**src/rtl/keypad_scan_drv.sv**
```systemverilog
`default_nettype none
// ============================================================================
// Module   : keypad_scan_drv
// Brief    : Column-scanned 4x4 keypad driver. Drives one active-low column
//            per slot and samples the synchronized active-low rows. It
//            debounces whole scan frames and emits a one-cycle key event
//            carrying a 4-bit hex code.
// Revision : 1.0 - initial release
// ============================================================================
module keypad_scan_drv #(
    parameter int SCAN_DIV        = 50000,  // clock cycles per column slot (>= 4)
    parameter int DEBOUNCE_FRAMES = 4       // identical frames to accept (>= 1)
) (
    input  logic       clock,
    input  logic       reset,
    output logic [3:0] col,
    input  logic [3:0] row,
    output logic       key_valid,
    output logic [3:0] key_code,
    output logic       key_held
);

    localparam int                 c_CNT_W     = (SCAN_DIV > 1) ? $clog2(SCAN_DIV) : 1;
    localparam int                 c_DB_W      = $clog2(DEBOUNCE_FRAMES + 1);
    localparam logic [c_CNT_W-1:0] c_SLOT_LAST = c_CNT_W'(SCAN_DIV - 1);
    localparam logic [c_DB_W-1:0]  c_DB_MAX    = c_DB_W'(DEBOUNCE_FRAMES);
    localparam logic [c_DB_W-1:0]  c_DB_ONE    = c_DB_W'(1);
    // Candidate encoding: 0..15 = single key code, plus two special values.
    localparam logic [4:0]         c_CAND_NONE  = 5'd16;
    localparam logic [4:0]         c_CAND_MULTI = 5'd17;

    typedef enum logic [0:0] {
        ST_RELEASED = 1'b0,
        ST_PRESSED  = 1'b1
    } state_t;

    logic [3:0]         r_row_meta;
    logic [3:0]         r_row_sync;
    logic [c_CNT_W-1:0] r_slot_cnt;
    logic [1:0]         r_col_idx;
    logic [15:0]        r_frame;       // 1 = key seen pressed, bit {row, col}
    logic [c_DB_W-1:0]  r_db_cnt;
    logic [4:0]         r_prev_cand;
    state_t             r_state;
    logic               r_key_valid;
    logic [3:0]         r_key_code;
    logic               r_key_held;

    logic               w_sample;
    logic               w_frame_end;
    logic [15:0]        w_frame_now;
    logic [4:0]         w_nkeys;
    logic [3:0]         w_idx;
    logic [3:0]         w_code;
    logic [4:0]         w_cand;
    logic [c_DB_W-1:0]  w_db_next;
    logic               w_stable;
    state_t             w_state_next;
    logic               w_valid_next;
    logic [3:0]         w_code_next;
    logic               w_held_next;

    assign w_sample    = (r_slot_cnt == c_SLOT_LAST);
    assign w_frame_end = w_sample && (r_col_idx == 2'd3);
    assign col         = ~(4'b0001 << r_col_idx);
    assign key_valid   = r_key_valid;
    assign key_code    = r_key_code;
    assign key_held    = r_key_held;

    // Two-flop synchronizer for the asynchronous row inputs (idle = pulled up).
    always_ff @(posedge clock or posedge reset) begin
        if (reset) begin
            r_row_meta <= 4'b1111;
            r_row_sync <= 4'b1111;
        end else begin
            r_row_meta <= row;
            r_row_sync <= r_row_meta;
        end
    end

    // Slot counter and column index; the column steps right after its sample.
    always_ff @(posedge clock or posedge reset) begin
        if (reset) begin
            r_slot_cnt <= '0;
            r_col_idx  <= 2'd0;
        end else if (w_sample) begin
            r_slot_cnt <= '0;
            r_col_idx  <= r_col_idx + 2'd1;
        end else begin
            r_slot_cnt <= r_slot_cnt + 1'b1;
        end
    end

    // Frame image including the column being sampled right now.
    always_comb begin
        w_frame_now = r_frame;
        for (int r = 0; r < 4; r++) begin
            w_frame_now[{2'(r), r_col_idx}] = ~r_row_sync[r];
        end
    end

    // Frame accumulator: each sample overwrites the current column's four bits.
    always_ff @(posedge clock or posedge reset) begin
        if (reset) begin
            r_frame <= '0;
        end else if (w_sample) begin
            r_frame <= w_frame_now;
        end
    end

    // Count pressed keys and remember the position of the last one found.
    always_comb begin
        w_nkeys = 5'd0;
        w_idx   = 4'd0;
        for (int i = 0; i < 16; i++) begin
            if (w_frame_now[i]) begin
                w_nkeys = w_nkeys + 5'd1;
                w_idx   = 4'(i);
            end
        end
    end

    // Keypad legend: position {row, col} to hex code.
    always_comb begin
        w_code = 4'h0;
        case (w_idx)
            4'd0:  w_code = 4'h1;
            4'd1:  w_code = 4'h2;
            4'd2:  w_code = 4'h3;
            4'd3:  w_code = 4'hA;
            4'd4:  w_code = 4'h4;
            4'd5:  w_code = 4'h5;
            4'd6:  w_code = 4'h6;
            4'd7:  w_code = 4'hB;
            4'd8:  w_code = 4'h7;
            4'd9:  w_code = 4'h8;
            4'd10: w_code = 4'h9;
            4'd11: w_code = 4'hC;
            4'd12: w_code = 4'h0;
            4'd13: w_code = 4'hF;
            4'd14: w_code = 4'hE;
            default: w_code = 4'hD;
        endcase
    end

    // Frame candidate and the debounce count it would produce.
    always_comb begin
        if (w_nkeys == 5'd0) begin
            w_cand = c_CAND_NONE;
        end else if (w_nkeys == 5'd1) begin
            w_cand = {1'b0, w_code};
        end else begin
            w_cand = c_CAND_MULTI;
        end
        if (w_cand == r_prev_cand) begin
            w_db_next = (r_db_cnt == c_DB_MAX) ? c_DB_MAX : r_db_cnt + c_DB_ONE;
        end else begin
            w_db_next = c_DB_ONE;
        end
        w_stable = (w_db_next == c_DB_MAX);
    end

    // Debounce history, updated once per frame.
    always_ff @(posedge clock or posedge reset) begin
        if (reset) begin
            r_db_cnt    <= '0;
            r_prev_cand <= c_CAND_NONE;
        end else if (w_frame_end) begin
            r_db_cnt    <= w_db_next;
            r_prev_cand <= w_cand;
        end
    end

    // FSM state and registered outputs.
    always_ff @(posedge clock or posedge reset) begin
        if (reset) begin
            r_state     <= ST_RELEASED;
            r_key_valid <= 1'b0;
            r_key_code  <= 4'h0;
            r_key_held  <= 1'b0;
        end else begin
            r_state     <= w_state_next;
            r_key_valid <= w_valid_next;
            r_key_code  <= w_code_next;
            r_key_held  <= w_held_next;
        end
    end

    // Press/release decisions at frame end; no rollover while pressed.
    always_comb begin
        w_state_next = r_state;
        w_valid_next = 1'b0;
        w_code_next  = r_key_code;
        w_held_next  = r_key_held;
        if (w_frame_end && w_stable) begin
            case (r_state)
                ST_RELEASED: begin
                    if (!w_cand[4]) begin
                        w_state_next = ST_PRESSED;
                        w_valid_next = 1'b1;
                        w_code_next  = w_cand[3:0];
                        w_held_next  = 1'b1;
                    end
                end
                ST_PRESSED: begin
                    if (w_cand == c_CAND_NONE) begin
                        w_state_next = ST_RELEASED;
                        w_held_next  = 1'b0;
                    end
                end
                default: w_state_next = ST_RELEASED;
            endcase
        end
    end

endmodule
`default_nettype wire

```
**config.mk**
```make
export PLATFORM = sky130hd
export DESIGN_NAME = keypad_scan_drv
export DESIGN_NICKNAME = d
export VERILOG_FILES = /design/src/rtl/keypad_scan_drv.sv
export SDC_FILE = /design/constraint.sdc
export NUM_CORES = 1
export LEC_CHECK = 0
export ABC_CLOCK_PERIOD_IN_PS = 14050
export CAP_MARGIN = 20
export CORE_MARGIN = 4
export CORE_UTILIZATION = 63
export CTS_CLUSTER_DIAMETER = 60
export DETAILED_ROUTE_END_ITERATION = 10
export HOLD_SLACK_MARGIN = 0.08
export PLACE_DENSITY = 0.87
export SETUP_SLACK_MARGIN = 0.5
export SLEW_MARGIN = 20
export SYNTH_ARGS = -nofsm -noshare
export SYNTH_HDL_FRONTEND = slang
export SYNTH_SLANG_ARGS = --single-unit
```
**constraint.sdc**
```tcl
create_clock -name clock -period 14.05 [get_ports clock]
set_input_delay 2.1075 -clock clock [delete_from_list [all_inputs] [get_ports clock]]
set_output_delay 2.1075 -clock clock [all_outputs]
set_load 0.1 [all_outputs]
```
### Word level (Yosys, flattened, before mapping)

Memories as Yosys holds them, arrays and structs flattened.
Index checks and enable logic that the tools add are counted.

| operators by class | value |
|---|---|
| $add $sub $neg | 18 |
| magnitude comparators | 8 |
| equal/unequal tests | 9 |
| shifts and indexed selects | 1 |
| muxes and demuxes | 56 |
| bitwise logic cells | 7 |
| reductions and logical operators | 9 |

Operators with widths:

| kind | number |
|---|---|
| 5-bit 2-to-1 mux | 17 |
| 5-bit by 1-bit adder with 5-bit output, second input constant | 15 |
| 16-bit bitwise mux | 4 |
| 4-bit 2-to-1 mux | 14 |
| 16-bit by 1-bit adder with 16-bit output, second input constant | 1 |
| 16-bit == test, second input constant | 1 |
| 16-bit 2-to-1 mux | 1 |
| 1-bit 2-to-1 mux | 12 |
| 4-bit by 5-bit < comparator with 1-bit output, second input constant | 2 |
| 1-bit demux with 2-bit select | 4 |
| 4-bit by 1-bit greater-or-equal comparator with 1-bit output, second input constant | 2 |
| 3-bit == test, second input constant | 2 |
| 1-bit logical AND | 6 |
| 3-bit 2-to-1 mux | 2 |
| 1-bit inverter | 6 |
| 3-bit AND reduction | 2 |
| 5-bit by 1-bit == test with 1-bit output, second input constant | 1 |
| 5-bit == test | 1 |
| 5-bit == test, second input constant | 1 |
| 5-bit zero test | 1 |
| 2-bit by 5-bit < comparator with 1-bit output, second input constant | 1 |
| 3-bit by 5-bit < comparator with 1-bit output, second input constant | 1 |
| 4-bit inverter | 1 |
| 1-bit case mux with 2 select lines | 2 |
| 8 further kinds | 8 |

| word-level totals | value |
|---|---|
| bits in registers | 57 |
| bits in read-only memories | 64 |
| input port bits | 6 |
| logic and storage cells | 120 |
| memories | 1 |

Memory list:

| name | words | width | read ports | clocked after memory_dff | write ports | RTL line | source |
|---|---|---|---|---|---|---|---|
| (no name shown) | 16 | 4 | 1 | 0 | 0 | 126 | `case (w_idx)` |

### Depth between registers and ports, before layout

Gate-level depths: netlist (run 1).

| depth | value |
|---|---|
| word-level depth | 47 |
| mapped depth | 56 |

### Worst setup path before layout (run 1)

Ideal clock, no wire load.

| timing | value |
|---|---|
| kind | reg-to-reg |
| start point | register r_col_idx[0] |
| end point | register r_key_held (netlist: key_held) |
| setup time | 0.126 ns |
| arrival time | 10.231 ns |
| slack | 3.693 ns |
| stages on the path, launching flop included | 55 |
| cells stage by stage | dfrtp_1 > inv_1 > ha_1 > buf_4 > inv_1 > mux2i_1 > ha_1 > xnor2_1 > ha_1 > a21oi_1 > nor2_1 > ha_1 > a21oi_1 > a21o_1 > nor2_1 > ha_1 > inv_1 > a221o_1 > [19 not listed] > o22a_1 > ha_1 > nand2_1 > nand2_1 > ha_1 > a221oi_1 > inv_1 > ha_1 > nand2_1 > o21ai_0 > ha_1 > nand3_1 > nor4b_1 > mux2i_1 > xnor2_2 > or4_1 > nand2_1 > a21oi_1 |

| on the way | value |
|---|---|
| cells in the longest elaborated chain, start to end | 47 |

Ends and longest elaborated chain:

| what | RTL line | source |
|---|---|---|
| from (decl) | 40 | `logic [1:0] r_col_idx;` |
| from (signal assigned) | 88 | `r_col_idx <= r_col_idx + 2'd1;` |
| 2-bit by 5-bit < comparator with 1-bit output (implied by the code) / 2-bit by 1-bit greater-or-equal comparator with 1-bit output (equally long branches) | 98 | `w_frame_now[{2'(r), r_col_idx}] = ~r_row_sync[r];` |
| 1-bit logical AND (implied by the code) | 98 |  |
| 1-bit 2-to-1 mux (implied by the code) | 98 |  |
| 1-bit demux with 2-bit select | 98 |  |
| 16-bit bitwise mux (4 in series) | 98 |  |
| 1-bit 2-to-1 mux | 116 | `if (w_frame_now[i]) begin` |
| 5-bit by 1-bit adder with 5-bit output | 117 | `w_nkeys = w_nkeys + 5'd1;` |
| 5-bit 2-to-1 mux | 116 |  |
| [28 not listed] | n/a |  |
| 5-bit by 1-bit == test with 1-bit output | 150 | `end else if (w_nkeys == 5'd1) begin` |
| 5-bit 2-to-1 mux | 150 |  |
| 5-bit 2-to-1 mux | 148 | `if (w_nkeys == 5'd0) begin` |
| 5-bit == test | 155 | `if (w_cand == r_prev_cand) begin` |
| 3-bit 2-to-1 mux | 155 |  |
| 3-bit == test | 160 | `w_stable = (w_db_next == c_DB_MAX);` |
| 1-bit logical AND | 195 | `if (w_frame_end && w_stable) begin` |
| 3-bit AND reduction (no line) * | n/a |  |
| to (signal assigned) | 185 | `r_key_held <= w_held_next;` |
| to (decl) | 47 | `logic r_key_held;` |

Mark *: on every way between the ends. The rest lies on a longest branch, timed or not.
A chain may end at the register's enable or synchronous reset.

### Worst setup path in the final report (run 1)

| timing | value |
|---|---|
| start point | register r_col_idx[1] |
| end point | register r_state |

| on the way | value |
|---|---|
| cells in the longest elaborated chain, start to end | 46 |

Ends and longest elaborated chain:

| what | RTL line | source |
|---|---|---|
| 2-bit by 5-bit < comparator with 1-bit output (implied by the code) / 2-bit by 1-bit greater-or-equal comparator with 1-bit output (equally long branches) | 98 |  |
| 1-bit logical AND (implied by the code) | 98 |  |
| 1-bit 2-to-1 mux (implied by the code) | 98 |  |
| 1-bit demux with 2-bit select | 98 |  |
| 16-bit bitwise mux (4 in series) | 98 |  |
| 1-bit 2-to-1 mux | 116 |  |
| 5-bit by 1-bit adder with 5-bit output | 117 |  |
| 5-bit 2-to-1 mux | 116 |  |
| [27 not listed] | n/a |  |
| 5-bit 2-to-1 mux | 116 |  |
| 5-bit by 1-bit == test with 1-bit output | 150 |  |
| 5-bit 2-to-1 mux | 150 |  |
| 5-bit 2-to-1 mux | 148 |  |
| 5-bit == test | 155 |  |
| 3-bit 2-to-1 mux | 155 |  |
| 3-bit == test | 160 |  |
| 1-bit logical AND | 195 |  |
| to (signal assigned) | 182 | `r_state <= w_state_next;` |
| to (decl) | 44 | `state_t r_state;` |

Several ways; a longest one is shown, not always the timed one.

==> results by group, run 1 <==
Worst setup path
  • Worst reg2reg setup slack: 2.91 ns
  • Crit start category: register
  • RR Startpoint: r_col_idx[1]
  • Max incr delay on CP: 0.41 ns
  • Worst setup EP type: register
  • CP dominant cell by count: ha_1
  • Worst path slowest cell: dfrtp_1
  • R2R depth: 53
  • Worst EP required: 14.28 ns
  • Reg-to-reg endpoint: r_state
  • Critical setup path kind: register to register
  • Crit Path Max Fanout: 11
  • Worst EP arrival: 11.37 ns

Clock tree
  • TritonCTS buffer count: 9
  • Hold Buf Count CTS: 0
  • Worst skew pair latency: 0.35 ns
  • Clk slew on worst S/H paths: 0.07 ns
  • Clock Tree Buf Depth: 2
  • Buffer count from post-CTS setup fixing: 0
  • CTS root buf: clkbuf_8
  • CTS tree: done
  • CTS Sinks: 57
  • H-tree depth: 3
  • CTS resizes: 0

Job
  • Max Cap Viol: 0

STA
  • Final sum of negative setup slack: 0 ns
  • Clk_skew: 0.01028 ns
  • Final hold vios: 0
  • RSZ-0062 raised after global routing: false
  • Worst-Margin Slew: 1.008 ns
  • Fin crit share: 79.28%
  • Pins Over Slew Limit: 0
  • Final min period: 11.14 ns
  • Slew Limit Headroom: 32.60%
  • Achievable Freq: 0.08978 GHz
  • Final setup violation count: 0

Layout
  • Layout area overhead: 9.157%
  • Number of diodes: 0
  • FILL cells: 542
  • Nets: 588
  • Share of layout cells above drive strength 1: 10.66%
  • Fin cells: 662

Synthesis
  • Mapped Avg Cell Area: 8.841 um^2
  • Number of synthesized flops with an enable pin: 0
  • Syn_nets: 574
  • Sequential area share after synthesis: 29.89%
  • Seq cells post-synth: 57
  • Largest area contributor in the netlist: dfrtp_1
  • Post-Syn Area: 4810 um^2
  • Async set-or-reset flop fraction in the synthesized netlist: 100.0%
  • Cell count after synthesis: 544
  • Post-synth top area share: 24.97%
  • Dominant cells by area after synthesis: dfrtp_1 25%, ha_1 6.2%, xnor2_1 5.6%
  • Top FF cell, synth: dfrtp_1
  • Synth cell types: 79
  • Yosys Warn Count: 0

Floorplan
  • Starting density of the core: 65.61%
  • Die footprint: 9096 um^2
  • FP Rows: 31
  • Die width: 95.38 um
  • Core ar.: 7331 um^2
  • I/O pin cnt: 16
  • Chip height: 95.38 um

Power
  • LEAKAGE: 2.288 nW
  • Worst vdd ir: 64.71 uV
  • PwrDens: 76.59 nW/um^2
  • Pwr Total: 0.4021 mW

Global routing
  • Total GRT Usage: 26.73%
  • Largest net degree at the start of global routing: 58
  • Antenna violations before repair: 0
  • Overflow after GRT: 0
  • Via count of the first global-routing pass: 4030
  • First-pass GRT wire length: 19000 um

Routing
  • Via count: 4086
  • DRC marker count from the first detailed-route iteration: 295
  • Vias per cell: 6.172
  • Drt wl/cell: 16.80 um
  • ANT nets after route: 0
  • Post-Route WL: 11120 um
  • TritonRoute pass-1 iters: 5
  • Remaining DRCs: 0

Placement
  • Input/output buffers: 15
  • HPWL after DPL: 8396 um
  • Number of instances in the placed design: 646
  • Placer Congestion: 0.9659

Worst hold path
  • Worst Hold Depth: 0
  • Hold Path Class: register to register
  • Min-Delay Endpoint: r_row_sync[2]
  • Hold wc startpoint: r_row_meta[2]

Outcome
  • Status: complete, no violations
how the worst max path moves through the flow:
stage / startpoint / end / slack [ns]
6_report: r_col_idx[1] / r_state / 2.91
4_1_cts: r_col_idx[1] / r_state / 2.96
3_5_place_dp: r_col_idx[1] / r_state / 2.98
5_1_grt: r_col_idx[1] / r_db_cnt[1] / 1.80
3_3_place_gp: r_col_idx[1] / r_state / 3.58
2_1_floorplan: r_col_idx[0] / key_held / 3.69
cell type report:
type                            count  area [um^2]  share of cell area, %
Clock buffer                       11        141.4                  2.693
Clock inverter                      5        78.83                  1.501
Inverter                           23        86.33                  1.644
Multi-Input combinational cell    450         3217                  61.27
Sequential cell                    57         1438                  27.38
Tap cell                           99        123.9                  2.359
Timing Repair Buffer               17        165.2                  3.146
registers in the layout (all words and copies together) (netlist names):
name / count
key_valid: 1
r_col_idx: 2
r_row_sync: 4
key_held: 1
r_slot_cnt: 16
r_state: 1
r_frame: 16
key_code: 4
r_db_cnt: 3
r_row_meta: 4
r_prev_cand: 5
routing by layer:
layer / vias to the layer above / global-route usage [%] / share of wire, %
met4: 0 / 10.07 / 1.9
li1: 1976 / - / -
met2: 148 / 41.75 / 47
met3: 22 / 5.288 / 7.1
met5: - / 0 / 0
met1: 1940 / 36.77 / 44
logic make-up after synthesis:
group           Yosys count  share of synthesized area [%]
flops                    57                          29.89
fa+ha+maj                24                          6.244
buf+inv                  37                          3.226
xor+xnor                 68                          16.78
simple gates            216                          22.50
mux                      16                          3.538
compound gates          126                          17.82
Yosys cell counts, types with 6 or more instances:
| library cell | n |
|---|---|
| dfstp_2 | 9 |
| xnor2_2 | 6 |
| xor2_1 | 20 |
| nand4_1 | 7 |
| a21o_1 | 7 |
| dfrtp_1 | 48 |
| and3_1 | 9 |
| clkbuf_1 | 8 |
| mux2i_1 | 10 |
| nand2b_1 | 12 |
| nor3_1 | 12 |
| o31ai_1 | 7 |
| xnor2_1 | 31 |
| o21ai_0 | 31 |
| nand2_1 | 63 |
| ha_1 | 24 |
| inv_1 | 21 |
| and2_1 | 7 |
| nor2_1 | 49 |
| a31oi_1 | 6 |
| nand3_1 | 22 |
| a21oi_1 | 29 |
placed cells by master, fill, tap and decap left out, types with 4 or more instances in the layout:
master,instances
and3_1,9
nand2_1,63
nor4b_1,4
a21o_1,7
and2_1,7
a31oi_1,6
nor4_1,5
mux2i_1,10
xor2_1,20
nor2b_1,5
nand3_1,22
o31ai_1,7
nor2_1,49
o21ai_0,31
clkbuf_8,10
ha_1,24
inv_1,20
o21ai_1,5
nand4_1,7
xnor2_2,6
dfrtp_1,48
dfstp_2,9
nor3_1,12
nand2b_1,12
clkdlybuf4s50_1,15
xnor2_1,31
a21oi_1,29
critical path: cells and delay by family (launching register included):
kind	cells	cell delay, ns
XOR/XNOR	2	0.36
flip-flops	1	0.41
buffers and inverters	5	0.52
AO/OA/AOI/OAI	13	2.83
adder cells (fa/ha/maj)	15	4.48
multiplexers	2	0.51
AND/OR/NAND/NOR	16	1.90
report_power, final:
group / internal, mW / switching (mW)
Clock: 0.104 / 0.0690
Combinational: 0.0243 / 0.0363
Sequential: 0.166 / 0.00177
Total: 0.295 / 0.107
metrics by stage:
stage,worst slack [ns],util (%),hold slack (ns),cell area [um^2]
floorplan,3.693,-,0.3452,4810
finish,2.912,71.62,0.3551,5250
CTS,2.961,71.62,0.3608,5250
detailed placement,2.979,68.61,0.3514,5030
global route,1.802,71.62,0.3621,5250
global placement,3.578,68.61,0.3461,5030
No activity file was read; power rests on OpenSTA's default activity.
==> run 2: changes to the inputs <==
--- a/config.mk
+++ b/config.mk
@@ -5,7 +5,7 @@
 export SDC_FILE = /design/constraint.sdc
 export NUM_CORES = 1
 export LEC_CHECK = 0
-export ABC_CLOCK_PERIOD_IN_PS = 14050
+export ABC_CLOCK_PERIOD_IN_PS = 11400
 export CAP_MARGIN = 20
 export CORE_MARGIN = 4
 export CORE_UTILIZATION = 63
==> constraint.sdc (replaced) <==
create_clock -name clock -period 11.4 [get_ports clock]
set_input_delay 1.71 -clock clock [delete_from_list [all_inputs] [get_ports clock]]
set_output_delay 1.71 -clock clock [all_outputs]
set_load 0.1 [all_outputs]
==> results by group, run 2 (synthesized netlist as in run 1, its figures left out) <==
Outcome
  • Status: complete, no violations

Routing
  • Via count: 4272
  • ANT nets after route: 0
  • TritonRoute pass-1 iters: 5
  • Vias per cell: 6.320
  • Post-Route WL: 12050 um
  • Drt wl/cell: 17.83 um
  • DRC marker count from the first detailed-route iteration: 372
  • Remaining DRCs: 0

Worst setup path
  • Crit Path Max Fanout: 6
  • Critical setup path kind: register to register
  • Crit start category: register
  • Worst setup EP type: register
  • R2R depth: 54
  • Max incr delay on CP: 0.41 ns
  • Worst reg2reg setup slack: 0.97 ns
  • Worst EP required: 11.61 ns
  • RR Startpoint: r_col_idx[0]
  • Worst EP arrival: 10.64 ns
  • Worst path slowest cell: dfrtp_1
  • Reg-to-reg endpoint: key_code[0]
  • CP dominant cell by count: ha_1

Clock tree
  • Hold Buf Count CTS: 0
  • TritonCTS buffer count: 9
  • Clk slew on worst S/H paths: 0.07 ns
  • Clock Tree Buf Depth: 2
  • CTS tree: done
  • H-tree depth: 3
  • CTS Sinks: 57
  • Worst skew pair latency: 0.34 ns
  • CTS root buf: clkbuf_8

Global routing
  • Antenna violations before repair: 0
  • Total GRT Usage: 27.18%
  • Largest net degree at the start of global routing: 58
  • Via count of the first global-routing pass: 4078
  • First-pass GRT wire length: 19440 um
  • Overflow after GRT: 0

Layout
  • Top flop regs: r_frame: 16 flops, r_slot_cnt: 16 flops, r_prev_cand: 5 flops
  • Share of layout cells above drive strength 1: 15.94%
  • Commonest non-fill, non-tap cell in the layout: nand2_1
  • Nets: 602
  • Most frequent cells in the layout: 63 x nand2_1, 48 x nor2_1, 48 x dfrtp_1
  • Layout area overhead: 13.35%
  • Number of diodes: 0
  • Fin cells: 676
  • Post-route cell area: 5451 um^2

Floorplan
  • FP Rows: 31
  • I/O pin cnt: 16
  • Chip height: 95.38 um
  • Starting density of the core: 65.61%
  • Die width: 95.38 um
  • Die footprint: 9096 um^2
  • Core ar.: 7331 um^2

STA
  • RSZ-0062 raised after global routing: false
  • Pins Over Slew Limit: 0
  • Final setup violation count: 0
  • Clk_skew: 0.01800 ns
  • Final min period: 10.43 ns
  • Achievable Freq: 0.09592 GHz
  • Worst-Margin Slew: 1.035 ns
  • Slew Limit Headroom: 30.80%
  • Fin crit share: 91.45%
  • Final hold vios: 0
  • Final sum of negative setup slack: 0 ns
  • Min Hold Slack: 0.3546 ns
  • Final WS setup: 0.9749 ns

Placement
  • Dpl cell area: 5030 um^2
  • Input/output buffers: 15
  • Worst slack, placed: 0.4357 ns
  • Placer Congestion: 0.9657
  • Number of instances in the placed design: 646
  • HPWL after DPL: 8352 um

Worst hold path
  • Worst Hold Depth: 0
  • Min-Delay Endpoint: r_row_sync[1]
  • Hold wc startpoint: r_row_meta[1]
  • Hold Path Class: register to register

Job
  • Max Cap Viol: 0

Power
  • LEAKAGE: 2.364 nW
  • Worst vdd ir: 103.3 uV
  • PwrDens: 90.18 nW/um^2
-- run 2: changes by cell type in the layout (fill, tap and decap cells not counted), moves of 3 or more --
| cell | change |
|---|---|
| buf_4 | +14 |
| a21oi_2 | +3 |
| a21oi_1 | -3 |
| ha_1 | -5 |
| ha_4 | +3 |
-- run 2: critical path: cells and delay by family, from the launching register on --
| kind | cells | cell delay, ns |
|---|---|---|
| AO/OA/AOI/OAI | 12 | 2.18 |
| XOR/XNOR | 2 | 0.34 |
| adder cells (fa/ha/maj) | 15 | 4.30 |
| buffers and inverters | 6 | 0.66 |
| flip-flops | 1 | 0.41 |
| multiplexers | 3 | 0.63 |
| AND/OR/NAND/NOR | 16 | 1.75 |
-- run 2: report_power, final --
part / internal (mW) / leakage (nW) / switching [mW]
Clock: 0.113 / 0.103 / 0.0859
Combinational: 0.0352 / 1.51 / 0.0503
Sequential: 0.205 / 0.751 / 0.00231
-- run 2: repair_timing --
action,in CTS,in global routing
pin swaps,0,6
endpoints found under the setup margin,6,15
setup buffers,0,14
gates resized for setup,2,24
gates cloned,0,0
-- run 2: cell type report --
class,instances,area (um^2)
Timing Repair Buffer,31,270.3
Inverter,23,88.84
Clock buffer,12,155.1
Clock inverter,4,51.30
Fill cell,466,1879
Sequential cell,57,1438
Multi-Input combinational cell,450,3324
Tap cell,99,123.9
-- run 2: metrics by stage --
step / power (mW) / util (%)
4_1_cts: 0.4818 / 71.50
5_1_grt: 0.5158 / 74.36
3_3_place_gp: 0.2808 / 68.61
3_5_place_dp: 0.2838 / 68.61
2_1_floorplan: 0.2698 / -
6_report: 0.4916 / 74.36
-- run 2: how the worst max path moves through the flow --
| stage | start | to | slack [ns] | cells past startpoint |
|---|---|---|---|---|
| after global placement | r_col_idx[1] | r_state | 0.93 | 53 |
| after global routing | r_col_idx[0] | key_code[0] | 0.31 | 54 |
| after detailed placement | r_col_idx[1] | key_code[0] | 0.44 | 54 |
| after floorplan | r_col_idx[0] | key_held | 1.04 | 54 |
| after CTS | r_col_idx[1] | key_code[0] | 0.51 | 54 |
| final | r_col_idx[0] | key_code[0] | 0.97 | 54 |
-- run 2: routing by layer --
| layer | global-route usage [%] | share of wire (%) | up-vias |
|---|---|---|---|
| met5 | 0 | 0 | - |
| met4 | 8.768 | 3.1 | 0 |
| met3 | 6.551 | 7.1 | 47 |
| met2 | 43.09 | 47 | 202 |
| met1 | 36.77 | 43 | 2025 |
| li1 | - | - | 1998 |
